## src/rtl/clk_step_ctrl.sv

```systemverilog
// clk_step_ctrl: run/step/burst execution controller driven by board buttons.
// Debounces three raw buttons and issues a registered one-cycle cpu_en at a
// programmable rate while running, or for a single step / counted burst.
//
//   state    | meaning
//   ---------+-------------------------------------------------------------
//   ST_STOP  | idle, waiting for a run, step or burst press
//   ST_RUN   | free-running, cpu_en once per div+1 cycles
//   ST_STEP  | single cycle with cpu_en high, then back to ST_STOP
//   ST_BURST | cpu_en once per div+1 cycles until rem pulses have issued
module clk_step_ctrl #(
    parameter int DEB_CYCLES = 16,
    parameter int BW         = 16
) (
    input  logic          clk,
    input  logic          reset,
    input  logic          btn_run,
    input  logic          btn_step,
    input  logic          btn_burst,
    input  logic          halt,
    input  logic [31:0]   div,
    input  logic [BW-1:0] burst_len,
    output logic          cpu_en,
    output logic [1:0]    state,
    output logic [31:0]   cycles
);

    localparam int CW = (DEB_CYCLES > 1) ? $clog2(DEB_CYCLES) : 1;
    localparam logic [CW-1:0] CNT_LAST = CW'(DEB_CYCLES - 1);

    typedef enum logic [1:0] {
        ST_STOP  = 2'd0,
        ST_RUN   = 2'd1,
        ST_STEP  = 2'd2,
        ST_BURST = 2'd3
    } state_t;

    state_t        st;
    logic [31:0]   pc;
    logic [BW-1:0] rem;

    // Bit order for all button vectors: [2] burst, [1] step, [0] run.
    logic [2:0]    btn_raw;
    logic [2:0]    s1;
    logic [2:0]    s2;
    logic [2:0]    db;
    logic [2:0]    db_prev;
    logic [2:0]    p;
    logic [CW-1:0] cnt [3];

    logic p_run;
    logic p_step;
    logic p_burst;

    assign btn_raw = {btn_burst, btn_step, btn_run};
    assign p_run   = p[0];
    assign p_step  = p[1];
    assign p_burst = p[2];
    assign state   = st;

    // Two-flop synchroniser and registered rising-edge press detection.
    always_ff @(posedge clk or posedge reset) begin
        if (reset) begin
            s1      <= '0;
            s2      <= '0;
            db_prev <= '0;
            p       <= '0;
        end else begin
            s1      <= btn_raw;
            s2      <= s1;
            db_prev <= db;
            p       <= db & ~db_prev;
        end
    end

    // Debounce: the level only follows s2 after DEB_CYCLES consecutive differing samples.
    always_ff @(posedge clk or posedge reset) begin
        if (reset) begin
            db <= '0;
            for (int i = 0; i < 3; i++) begin
                cnt[i] <= '0;
            end
        end else begin
            for (int i = 0; i < 3; i++) begin
                if (s2[i] == db[i]) begin
                    cnt[i] <= '0;
                end else if (cnt[i] == CNT_LAST) begin
                    db[i]  <= s2[i];
                    cnt[i] <= '0;
                end else begin
                    cnt[i] <= cnt[i] + 1'b1;
                end
            end
        end
    end

    // Sequencing FSM with prescaler and burst down-counter; cpu_en is registered.
    always_ff @(posedge clk or posedge reset) begin
        if (reset) begin
            st     <= ST_STOP;
            cpu_en <= 1'b0;
            pc     <= '0;
            rem    <= '0;
        end else begin
            cpu_en <= 1'b0;
            case (st)
                ST_STOP: begin
                    if (p_run && !halt) begin
                        st <= ST_RUN;
                        pc <= div;
                    end else if (p_step) begin
                        st     <= ST_STEP;
                        cpu_en <= 1'b1;
                    end else if (p_burst && !halt && (burst_len != '0)) begin
                        st  <= ST_BURST;
                        rem <= burst_len;
                        pc  <= div;
                    end
                end
                ST_STEP: begin
                    st <= ST_STOP;
                end
                ST_RUN: begin
                    if (p_run || halt) begin
                        st <= ST_STOP;
                    end else if (pc == '0) begin
                        cpu_en <= 1'b1;
                        pc     <= div;
                    end else begin
                        pc <= pc - 32'd1;
                    end
                end
                ST_BURST: begin
                    // rem reaching zero means the last pulse is already out;
                    // leave one cycle later so STOP follows the final pulse.
                    if (p_run || halt || (rem == '0)) begin
                        st  <= ST_STOP;
                        rem <= '0;
                    end else if (pc == '0) begin
                        cpu_en <= 1'b1;
                        pc     <= div;
                        rem    <= rem - 1'b1;
                    end else begin
                        pc <= pc - 32'd1;
                    end
                end
                default: st <= ST_STOP;
            endcase
        end
    end

    // Count issued enables, wrapping naturally at 2^32.
    always_ff @(posedge clk or posedge reset) begin
        if (reset) begin
            cycles <= '0;
        end else if (cpu_en) begin
            cycles <= cycles + 32'd1;
        end
    end

endmodule

```

## config.mk

```make
export PLATFORM = sky130hd
export DESIGN_NAME = clk_step_ctrl
export DESIGN_NICKNAME = d
export VERILOG_FILES = /design/src/rtl/clk_step_ctrl.sv
export SDC_FILE = /design/constraint.sdc
export NUM_CORES = 1
export LEC_CHECK = 0
export ABC_AREA = 1
export CAP_MARGIN = 25
export CORE_MARGIN = 5
export CORE_UTILIZATION = 40
export CTS_CLUSTER_SIZE = 14
export DETAILED_ROUTE_END_ITERATION = 7
export GPL_ROUTABILITY_DRIVEN = 0
export PLACE_DENSITY = 0.69
export SYNTH_ARGS = -nofsm -noshare
export SYNTH_HDL_FRONTEND = slang
export SYNTH_SLANG_ARGS = --single-unit
```

## constraint.sdc

```tcl
create_clock -name clk -period 3.1 [get_ports clk]
set_input_delay 0.465 -clock clk [delete_from_list [all_inputs] [get_ports clk]]
set_output_delay 0.465 -clock clk [all_outputs]
set_load 0.03 [all_outputs]
```

Word level (Yosys, flattened, before mapping)
Cells that the tools add are included.
{"block": "word_totals", "wordCells": 95, "ram_bits": 0, "latchBits": 0, "output_inout_bits": 35, "in_bits": 54, "regBits": 110, "mem_bits_ro": 0, "n_memories": 0}
{"block": "classes", "n_mul": 0, "shift": 0, "n_addsub": 6, "n_eq_ne": 20, "div": 0, "bitwise": 5, "muxes": 31, "order_cmp": 0, "n_reduce_logical": 18}
{"cell": "$mux 32", "n": 6}
{"cell": "$pmux 32 s3", "n": 1}
{"cell": "$mux 16", "n": 5}
{"cell": "$add 32x1->32 const B", "n": 1}
{"cell": "$logic_not 32->1", "n": 1}
{"cell": "$pmux 16 s2", "n": 1}
{"cell": "$sub 32x1->32 const B", "n": 1}
{"cell": "$mux 4", "n": 6}
{"cell": "$logic_not 16->1", "n": 1}
{"cell": "$reduce_bool 16->1", "n": 1}
{"cell": "$sub 16x1->16 const B", "n": 1}
{"cell": "$ne 2x2->1 const B", "n": 7}
{"cell": "$add 4x1->4 const B", "n": 3}
{"cell": "$eq 4x4->1 const B", "n": 3}
{"cell": "$mux 2", "n": 5}
{"cell": "$reduce_and 5->1", "n": 2}
{"cell": "$ne 3x3->1 const B", "n": 3}
{"cell": "$pmux 2 s4", "n": 1}
{"cell": "$reduce_and 2->1", "n": 3}
{"cell": "$mux 1", "n": 5}
{"cell": "$eq 2x2->1 const B", "n": 2}
{"cell": "$ne 4x4->1 const B", "n": 1}
{"cell": "$and 3x3->3", "n": 1}
{"cell": "$eq 1x1->1", "n": 3}
{"cell": "other kinds (11)", "n": 16}

Depth between registers and ports, before layout
{"block": "depth", "depth_word": 7, "depth_mapped": 13, "mapped_depth_nobuf": 12}

Least setup slack after synthesis
OpenSTA, ideal clock, no wires.
{"block": "synth_timing", "path_type": "register to register", "startpoint": "reg cycles[1]", "endpoint": "reg cycles[24]", "setup_slack_ns": 1.351, "synth_period_minus_slack_ns": 1.749, "path_buffers": 0, "required_time_ns": 2.977, "setup_ns": 0.123, "path_stages_with_launch": 8, "t_arrival_ns": 1.626, "cell_sequence": "dfrtp_1 ha_1 nand4_1 nor2_1 nand2_1 nor2_1 nand2_1 xor2_1"}
{"block": "synth_via", "elab_chain_len": 1}
{"item": "start: declaration", "line": "25", "text": "output logic [31:0] cycles"}
{"item": "start signal: assignment", "line": "157", "text": "cycles <= cycles + 32'd1;"}
{"item": "$add 32x1->32", "line": "157"}
Every way passes these cells.
A chain may end at the register's enable or synchronous reset.

Final worst setup path
{"block": "layout_timing", "startpoint": "reg pc[16]", "endpoint": "reg pc[24]"}
{"block": "layout_via", "elab_chain_len": 4, "elab_cells_between_ends": 6, "classes_between": "1 x add/sub; 4 x mux; 1 x reduce/logical"}
{"item": "start: declaration", "line": "39", "text": "logic [31:0] pc;"}
{"item": "start signal: assignment", "line": "110", "text": "pc <= div;"}
{"item": "start signal: assignment", "line": "117", "text": "pc <= div;"}
{"item": "start signal: assignment", "line": "128", "text": "pc <= div;"}
{"item": "$sub 32x1->32 / $logic_not 32->1 (equally long branches)"}
{"item": "$mux 32 *", "line": "126, 139"}
{"item": "$mux 32 (on tied branches)", "line": "136, 124"}
{"item": "$pmux 32 s3 *", "line": "106", "text": "case (st)"}
Every way passes the cells marked *; elsewhere a longest branch is shown, timed or not. The select of a mux whose other input is x is not followed.

==> key figures <==
Synthesis
  – Synth Flop Type: dfrtp_1
  – Flops & latches, synth: 110
  – Yosys top cell area share: 41.4%
  – Yosys Warn Count: 0
  – Number of synthesized flops with an enable pin: 0
  – Syn_area_per_cell: 7.08 sq um
  – Area contributors post-synth: dfrtp_1 41%, nand2_1 21%, nor2_1 7.0%
  – Ys async rst share: 100%
  – Synth unique cells: 31
  – Seq/Total Area, Yosys: 41.4%
  – Mapped Area: 6650 sq um
  – Leading area contributor after synthesis: dfrtp_1
  – Post-synthesis net count: 1000
  – Cells after Synth: 939

Clock tree
  – Cts hold-fix bufs: 0
  – CTS root buffer: clkbuf_16
  – Latest clock arrival within the worst-skew pair: 360 ps
  – Post-CTS resize count: 0
  – CTS Buffer Depth: 2
  – Clock slew at reported path FFs: 70 ps
  – Clk sinks: 110
  – CTS buffer count: 9
  – CTS tree: done
  – Post-CTS setup buffer count: 0
  – H-tree Lvls: 3

Placed design
  – Placed Cells: 1233
  – DP Wirelength: 11600 um
  – Port bufs: 88

Critical path
  – CP arrival: 2420 ps
  – Worst EP required: 3390 ps
  – Critical path endpoint category: register
  – Worst Setup Path Type: reg2reg
  – Crit path max fanout: 32
  – Nature of the critical path startpoint: register

STA
  – RSZ-0062 raised after global routing: false
  – Max Clock Freq: 471 MHz
  – Worst slew margin: 59.7%
  – Tmin final: 2120 ps
  – Final hold viol count: 0
  – Slew @ Worst Pin: 602 ps
  – Skew final: 9.73 ps
  – Final setup fails: 0
  – Setup_tns: 0 ps
  – Final Max Tran Viols: 0
  – Period utilisation layout: 68.5%

Floorplanning
  – Die Area: 19300 sq um
  – Starting density of the core: 40.4%
  – Die X-Extent: 139 um
  – IO Count: 89
  – Row Count: 47
  – Area of the core: 16500 sq um
  – Die height: 139 um

GRT
  – Vias in the first global route: 5782
  – Number of antenna violations at the first check in global routing: 0
  – First-pass GRT wire length: 27200 um
  – Grt total ovfl: 0
  – Largest net degree at the start of global routing: 94
  – Total GRT Usage: 16.8%

Detailed routing
  – Routed len/inst: 12.6 um
  – First-pass DRT Iterations: 5
  – DRT antenna net count: 0
  – Vias: 5889
  – Initial DRC count: 357
  – Vias per inst: 4.71
  – Drt drc: 0
  – Drt total wl: 15700 um

Finish
  – Layout overhead on the synthesized area: 20.2%
  – Share of layout cells above drive strength 1: 5.05%
  – Layout Nets: 1085
  – Post-Layout Cell Count: 1249
  – # diodes: 0

Run
  – Max cap viols: 0

Power and ir drop
  – Power Dens Cells: 704 nW/um^2
  – Pwr Total: 5.63 mW
  – Static leakage: 3.96 nW
  – Peak VDD IR: 391 uV

Min path
  – HP Class: reg2reg

Run status
  – Status: finished clean
-- cell usage in the layout, fill, tap and decap left out --
master,count
a21o_1,1
a21oi_1,5
a21oi_4,1
a31oi_1,1
and2_1,4
buf_12,1
buf_4,3
clkbuf_1,1
clkbuf_16,9
clkbuf_8,1
clkdlybuf4s50_1,88
clkinv_2,1
clkinv_4,1
clkinvlp_4,1
dfrtp_1,110
ha_1,7
inv_1,85
inv_2,2
inv_4,1
inv_6,3
nand2_1,368
nand2_2,7
nand2_4,2
nand3_1,65
nand4_1,20
nand4_2,1
nor2_1,124
nor2_2,12
nor2_4,4
nor2_8,1
nor3_1,14
o21ai_0,22
o21ai_4,1
o21bai_1,2
xnor2_1,22
xor2_1,38
-- stage by stage --
stage / setup slack [ps] / util (%) / area (sq um) / hold WS [ps]
after global routing: 731 / 48.6 / 8000 / 371
after detailed placement: 811 / 46.8 / 7710 / 335
after global placement: 844 / 46.8 / 7710 / 332
after floorplan: 1310 / - / 6660 / 331
after CTS: 943 / 48.6 / 8000 / 351
final: 976 / 48.6 / 8000 / 349
-- state kept, by name (all words and copies together) (netlist names) --
signal,count
db_prev,3
s1,3
cycles,32
p,3
cnt,12
rem,16
pc,32
s2,3
cpu_en,1
db,3
state,2
-- critical path, stage by stage (launching register included) --
cell	delay [ps]
dfrtp_1	450
nor2_1	210
nand2_1	110
nor2_2	170
nand2_2	100
inv_1	60
nand2_1	80
nand2_2	460
nand2_1	190
nand2_1	100
nand2_1	50
nand2_1	60
-- final timing paths --
kind	slack (ps)	cells after the start	to	from
setup / recovery	980	11	pc[24]$_DFFE_PP0P_	pc[16]$_DFFE_PP0P_
max in group asynchronous	1850	3	rem[6]$_DFFE_PP0P_	reset
min in group asynchronous	450	2	cycles[21]$_DFFE_PP0P_	reset
hold / removal	350	0	s2[2]$_DFF_PP0_	s1[2]$_DFF_PP0_
hold reg to reg	350	0	s2[2]$_DFF_PP0_	s1[2]$_DFF_PP0_
setup reg to reg	980	11	pc[24]$_DFFE_PP0P_	pc[16]$_DFFE_PP0P_
-- cell families after synthesis --
group,count (synthesis),share of synthesized area (%)
AOI/OAI and AO/OA,33,2.95
xor gates and xnor gates,60,7.90
adders and majority gates,7,1.32
buffers and inverters,107,7.20
DFF,110,41.4
and+or+nand+nor,622,39.3
-- where the power goes --
| part | internal (mW) | leakage (nW) | switching [mW] |
|---|---|---|---|
| combinational | 0.860 | 2.37 | 1.52 |
| clock | 0.577 | 0.141 | 0.539 |
| sequential | 1.75 | 1.45 | 0.389 |
| total | 3.18 | 3.96 | 2.45 |
-- cells in the mapped netlist (2+ instances only) --
cell type / count
nor2_4: 4
nand3_1: 65
nor3_1: 14
buf_2: 5
nor2_2: 12
a21oi_1: 5
o21bai_1: 2
inv_2: 2
nand2_2: 7
inv_1: 86
dfrtp_1: 110
xnor2_1: 22
buf_6: 7
nand2_4: 2
and2_1: 4
ha_1: 7
xor2_1: 38
buf_4: 4
nor2_1: 124
nand2_1: 368
nand4_1: 20
o21ai_0: 22
-- layout make-up --
cell class	instances	area, sq um
well taps	220	275
fillers	1679	8470
flip-flops and latches	110	2750
multi-input cells	722	3420
clock inverters	5	40.0
clock buffers	11	243
inverters	89	340
repair buffers	92	923
-- layer usage --
layer  track usage, %  up-vias  part of all wire (%)
met5                0        -                     0
met4             4.38        0                   1.4
met3             3.72       14                   4.4
met2             28.7       92                    49
met1             21.7     2710                    45
li1                 -     3073                     -
Note: power is estimated with default switching activity, not from simulation.
==> patch 1 (same settings) <==
The parameter `DEB_CYCLES` goes from 16 to 8.
--- a/src/rtl/clk_step_ctrl.sv
+++ b/src/rtl/clk_step_ctrl.sv
@@ -9,7 +9,7 @@
 //   ST_STEP  | single cycle with cpu_en high, then back to ST_STOP
 //   ST_BURST | cpu_en once per div+1 cycles until rem pulses have issued
 module clk_step_ctrl #(
-    parameter int DEB_CYCLES = 16,
+    parameter int DEB_CYCLES = 8,
     parameter int BW         = 16
 ) (
     input  logic          clk,
Formal check against the unedited RTL: no difference found for any inputs over 10 cycles, from zero or initial values and one cycle with reset high; that may be too few to reach the edited logic, so the function may still have changed.
==> patch 1 against the original RTL <==
Synthesized area down 2.3%. Sequential cell count down 3. Worst setup slack got worse by 190 ps. Clock power is 13% higher. Cell count down 2.4%. Power increased by 12%. Routed wire length down 2.9%. Design area down 1.4%. Global-route usage increased by 0.13 points. Hold slack lost 1.4 ps. Critical path type unchanged. Highest routed layer unchanged.
==> patch 1: results (changes against the original RTL) <==
Outcome -> finished, final reports clean
Root Buffer -> clkbuf_16
R2r startpoint -> rem[0]
Min-Delay Endpoint -> s2[1]
FF-to-FF End -> pc[10]
Tot GR Track Use -> 0.169 (+0.00127)
Drt initial violations -> 433 (+21%)
Hold_sp -> s1[1]
Post-synth top cells -> 347 x nand2_1, 119 x nor2_1, 107 x dfrtp_1
Critical path's top delay family -> simple AND/OR/NAND/NOR gates
Net count after synthesis -> 978 (-2.2%)
Synth Area in Compound Gates -> 0.0302 (+0.000693)
Critical Path AT -> 2560 ps (+140 ps)
Slowest-stage cell, CP -> nor2_8
Crit path largest cell delay -> 440 ps (-20 ps)
Power Sequential -> 2.28 mW (+7%)
Top area cells in the synthesized netlist -> dfrtp_1 41%, nand2_1 20%, nor2_1 6.9%
Vias in the first global route -> 5437 (-6.0%)
Startpoint type of the worst setup path -> register
Worst Path Max Fanout -> 34 (+6.3%)
Met1 Routed Length -> 7.05 mm (-1.5%)
Hpwl dp -> 11.2 mm (-3.8%)
Grt met3 use -> 0.0387 (+0.00147)
Comb. pwr -> 2.73 mW (+15%)
P_leak -> 3.87 nW (-2.2%)
DR vias -> 5779 (-1.9%)
First-pass GRT wire length -> 25.9 mm (-5.0%)
Post_cts resized -> 0 (unchanged)
Sequential area share after synthesis -> 0.412 (-0.00183)
Peak supply drop -> 461 uV (+18%)
Routed WL per cell -> 12.5 um (-0.48%)
Layout Nets -> 1063 (-2.0%)
Final Skew -> 8.55 ps (-1.17 ps)
Largest net degree at the start of global routing -> 108 (+15%)
Met1 GRT Util -> 0.223 (+0.00681)
Met3 wire length -> 858 um (+25%)
Met2 Wirelength -> 7.26 mm (-5.5%)
Post-Synth Adder-Cell Area -> 0.0192 (+0.00608)
Reg2reg path depth -> 12 (+1)
Met2 GRT Util -> 0.281 (-0.00599)
Yosys warns -> 0 (unchanged)
Layout cell share with drive strength beyond 1 -> 0.0528 (+0.00231)
Synth unique cells -> 32 (+3.2%)
Maximum clock insertion buffer count -> 2 (unchanged)
Post-synthesis mux area share -> 0 (unchanged)
HP Class -> reg2reg
Fill count -> 1589 (-5.4%)
Post-Synth XOR/XNOR Area -> 0.0755 (-0.00353)
Tightest Pin Transition -> 600 ps (-1.99 ps)
Post-DP Area -> 0.00756 mm^2 (-2.0%)
Reg2reg setup slack -> 790 ps (-190 ps)
Design internal power -> 3.54 mW (+11%)
Critical path endpoint -> pc[10]
patch 1: cell types whose count changed in the layout (fill, tap and decap cells not counted), sizes merged, moves of 4 or more:
| cell | change |
|---|---|
| inv | +6 |
| nand2 | -15 |
| a21oi | -4 |
| xor2 | -5 |
| o22ai | +6 |
| nor2 | -10 |
patch 1: area by class of cell:
type	count	area, um^2	area share
inverters	96	367	0.0465
flip-flops and latches	107	2680	0.340
repair buffers	91	916	0.116
clock buffers	10	239	0.0303
clock inverters	5	85.1	0.0108
multi-input cells	694	3330	0.422
well taps	216	270	0.0343
patch 1: logic make-up after synthesis:
family	after synthesis
flops	107
simple gates	597
buf+inv	113
fa+ha+maj	10
compound gates	31
xor+xnor	56
patch 1: per-stage QoR:
stage	setup WS (ps)	cells	power, mW	hold WS [ps]
after global placement	682	1204	4.96	332
after floorplan	1340	914	4.45	331
after CTS	775	1219	6.34	350
final	787	1219	6.28	347
after global routing	553	1219	6.86	356
after detailed placement	598	1204	5.04	335
==> patch 2 (config.mk and constraints unchanged) <==
Without the edit above. Reset style: synchronous (`reset`), changed in 4 clocked blocks.
--- a/src/rtl/clk_step_ctrl.sv
+++ b/src/rtl/clk_step_ctrl.sv
@@ -59,7 +59,7 @@
     assign state   = st;
 
     // Two-flop synchroniser and registered rising-edge press detection.
-    always_ff @(posedge clk or posedge reset) begin
+    always_ff @(posedge clk) begin
         if (reset) begin
             s1      <= '0;
             s2      <= '0;
@@ -74,7 +74,7 @@
     end
 
     // Debounce: the level only follows s2 after DEB_CYCLES consecutive differing samples.
-    always_ff @(posedge clk or posedge reset) begin
+    always_ff @(posedge clk) begin
         if (reset) begin
             db <= '0;
             for (int i = 0; i < 3; i++) begin
@@ -95,7 +95,7 @@
     end
 
     // Sequencing FSM with prescaler and burst down-counter; cpu_en is registered.
-    always_ff @(posedge clk or posedge reset) begin
+    always_ff @(posedge clk) begin
         if (reset) begin
             st     <= ST_STOP;
             cpu_en <= 1'b0;
@@ -150,7 +150,7 @@
     end
 
     // Count issued enables, wrapping naturally at 2^32.
-    always_ff @(posedge clk or posedge reset) begin
+    always_ff @(posedge clk) begin
         if (reset) begin
             cycles <= '0;
         end else if (cpu_en) begin
Check against the original RTL: same outputs for any inputs over 10 cycles, from zero or initial values and one cycle with reset high; that may be too few to reach the edited logic, so the function may still have changed.
==> patch 2 against the original RTL <==
Routed wire length is 3.8% higher. First-iteration DRC count increased by 44%. Worst setup slack lost 130 ps. Synthesized area down 4.2%. Fmax decreased by 5.9%. Hold slack better by 47 ps. Power is 17% higher. Sequential cell count did not move. Utilization is 0.42 points higher. Design area down 3.4%.
==> patch 2: results (changes against the original RTL) <==
Fill count -> 1653 (-1.5%)
Layout cell share with drive strength beyond 1 -> 0.0546 (+0.00403)
First-pass GRT wire length -> 27.4 mm (+0.86%)
Maximum clock insertion buffer count -> 2 (unchanged)
Vias in the first global route -> 5820 (+0.66%)
Placed Cells -> 1263 (+2.4%)
Met3 wire length -> 955 um (+39%)
Hpwl dp -> 11.9 mm (+2.3%)
Layout Nets -> 1119 (+3.1%)
Final Skew -> 7.07 ps (-2.66 ps)
Grt met3 use -> 0.0500 (+0.0127)
Top area cells in the synthesized netlist -> dfxtp_1 31%, nand2_1 13%, nor2_1 13%
Peak supply drop -> 548 uV (+40%)
Met2 GRT Util -> 0.299 (+0.0125)
Post-synth ARST share -> 0 (-1.00)
Largest net degree at the start of global routing -> 41 (-56%)
Crit path largest cell delay -> 550 ps (+90 ps)
DR vias -> 6131 (+4.1%)
Final hold vios -> 0 (unchanged)
Post-synth top cells -> 227 x nand2_1, 217 x nor2_1, 98 x dfxtp_1
Met1 GRT Util -> 0.238 (+0.0212)
ANT cells -> 0 (unchanged)
Synth unique cells -> 42 (+35%)
Sequential area share after synthesis -> 0.364 (-0.0496)
Count of flip-flops with a built-in enable after synthesis -> 12 (+12)
Dominant synthesized flop cell -> dfxtp_1
Drt initial violations -> 513 (+44%)
Switching pwr -> 3.17 mW (+29%)
Comb. pwr -> 3.51 mW (+47%)
P_leak -> 3.28 nW (-17%)
Routed WL -> 16.3 mm (+3.8%)
Via/cell ratio -> 4.79 (+1.7%)
Outcome -> finished, final reports clean
Power Sequential -> 1.98 mW (-7%)
Tot GR Track Use -> 0.181 (+0.0126)
Max-slew headroom -> 0.529 (-0.0680)
Post-CTS setup buffers -> 0 (unchanged)
==> patch 2: cell types whose count changed after synthesis, sizes merged, moves of 8 or more <==
| cell | change |
|---|---|
| dfrtp | -110 |
| nor3 | +9 |
| nand4 | -10 |
| o21ai | +54 |
| nor2 | +89 |
| a21oi | +38 |
| xnor2 | -16 |
| nand2 | -142 |
| clkbuf | +8 |
| edfxtp | +12 |
| dfxtp | +98 |
| nand3 | -27 |
==> patch 2: kinds of logic after synthesis <==
| kind of cell | synth area share |
|---|---|
| AO/OA/AOI/OAI | 0.119 |
| AND/OR/NAND/NOR | 0.361 |
| other | 0.000588 |
| buffers and inverters | 0.0824 |
| XOR/XNOR | 0.0591 |
| flip-flops | 0.364 |
| adder cells (fa/ha/maj) | 0.0137 |
==> patch 2: layout make-up <==
class / count / share of cell area
flip-flops and latches: 110 / 0.301
inverters: 96 / 0.0470
multi-input cells: 747 / 0.462
well taps: 216 / 0.0350
repair buffers: 94 / 0.120
clock inverters: 6 / 0.00567
clock buffers: 10 / 0.0296
==> patch 2: per-stage QoR <==
step           area [um^2]  worst slack [ps]  utilization  power, mW  hold slack, ps
3_5_place_dp          7450               607        0.472       5.46             390
3_3_place_gp          7450               666        0.472       5.43             379
2_1_floorplan         6420              1310            -       4.72             373
6_report              7720               842        0.490       6.59             395
4_1_cts               7720               833        0.490       6.60             401
5_1_grt               7720               584        0.490       7.20             407
==> patch 2: path summary, 6_finish.rpt <==
path / cells after the start / end / start / slack, ps
worst min-delay path: 1 / p[2] / db_prev[2] / 400
worst max register to register: 13 / pc[19] / pc[0] / 840
worst min register to register: 1 / p[2] / db_prev[2] / 400
worst max-delay path: 13 / pc[19] / pc[0] / 840
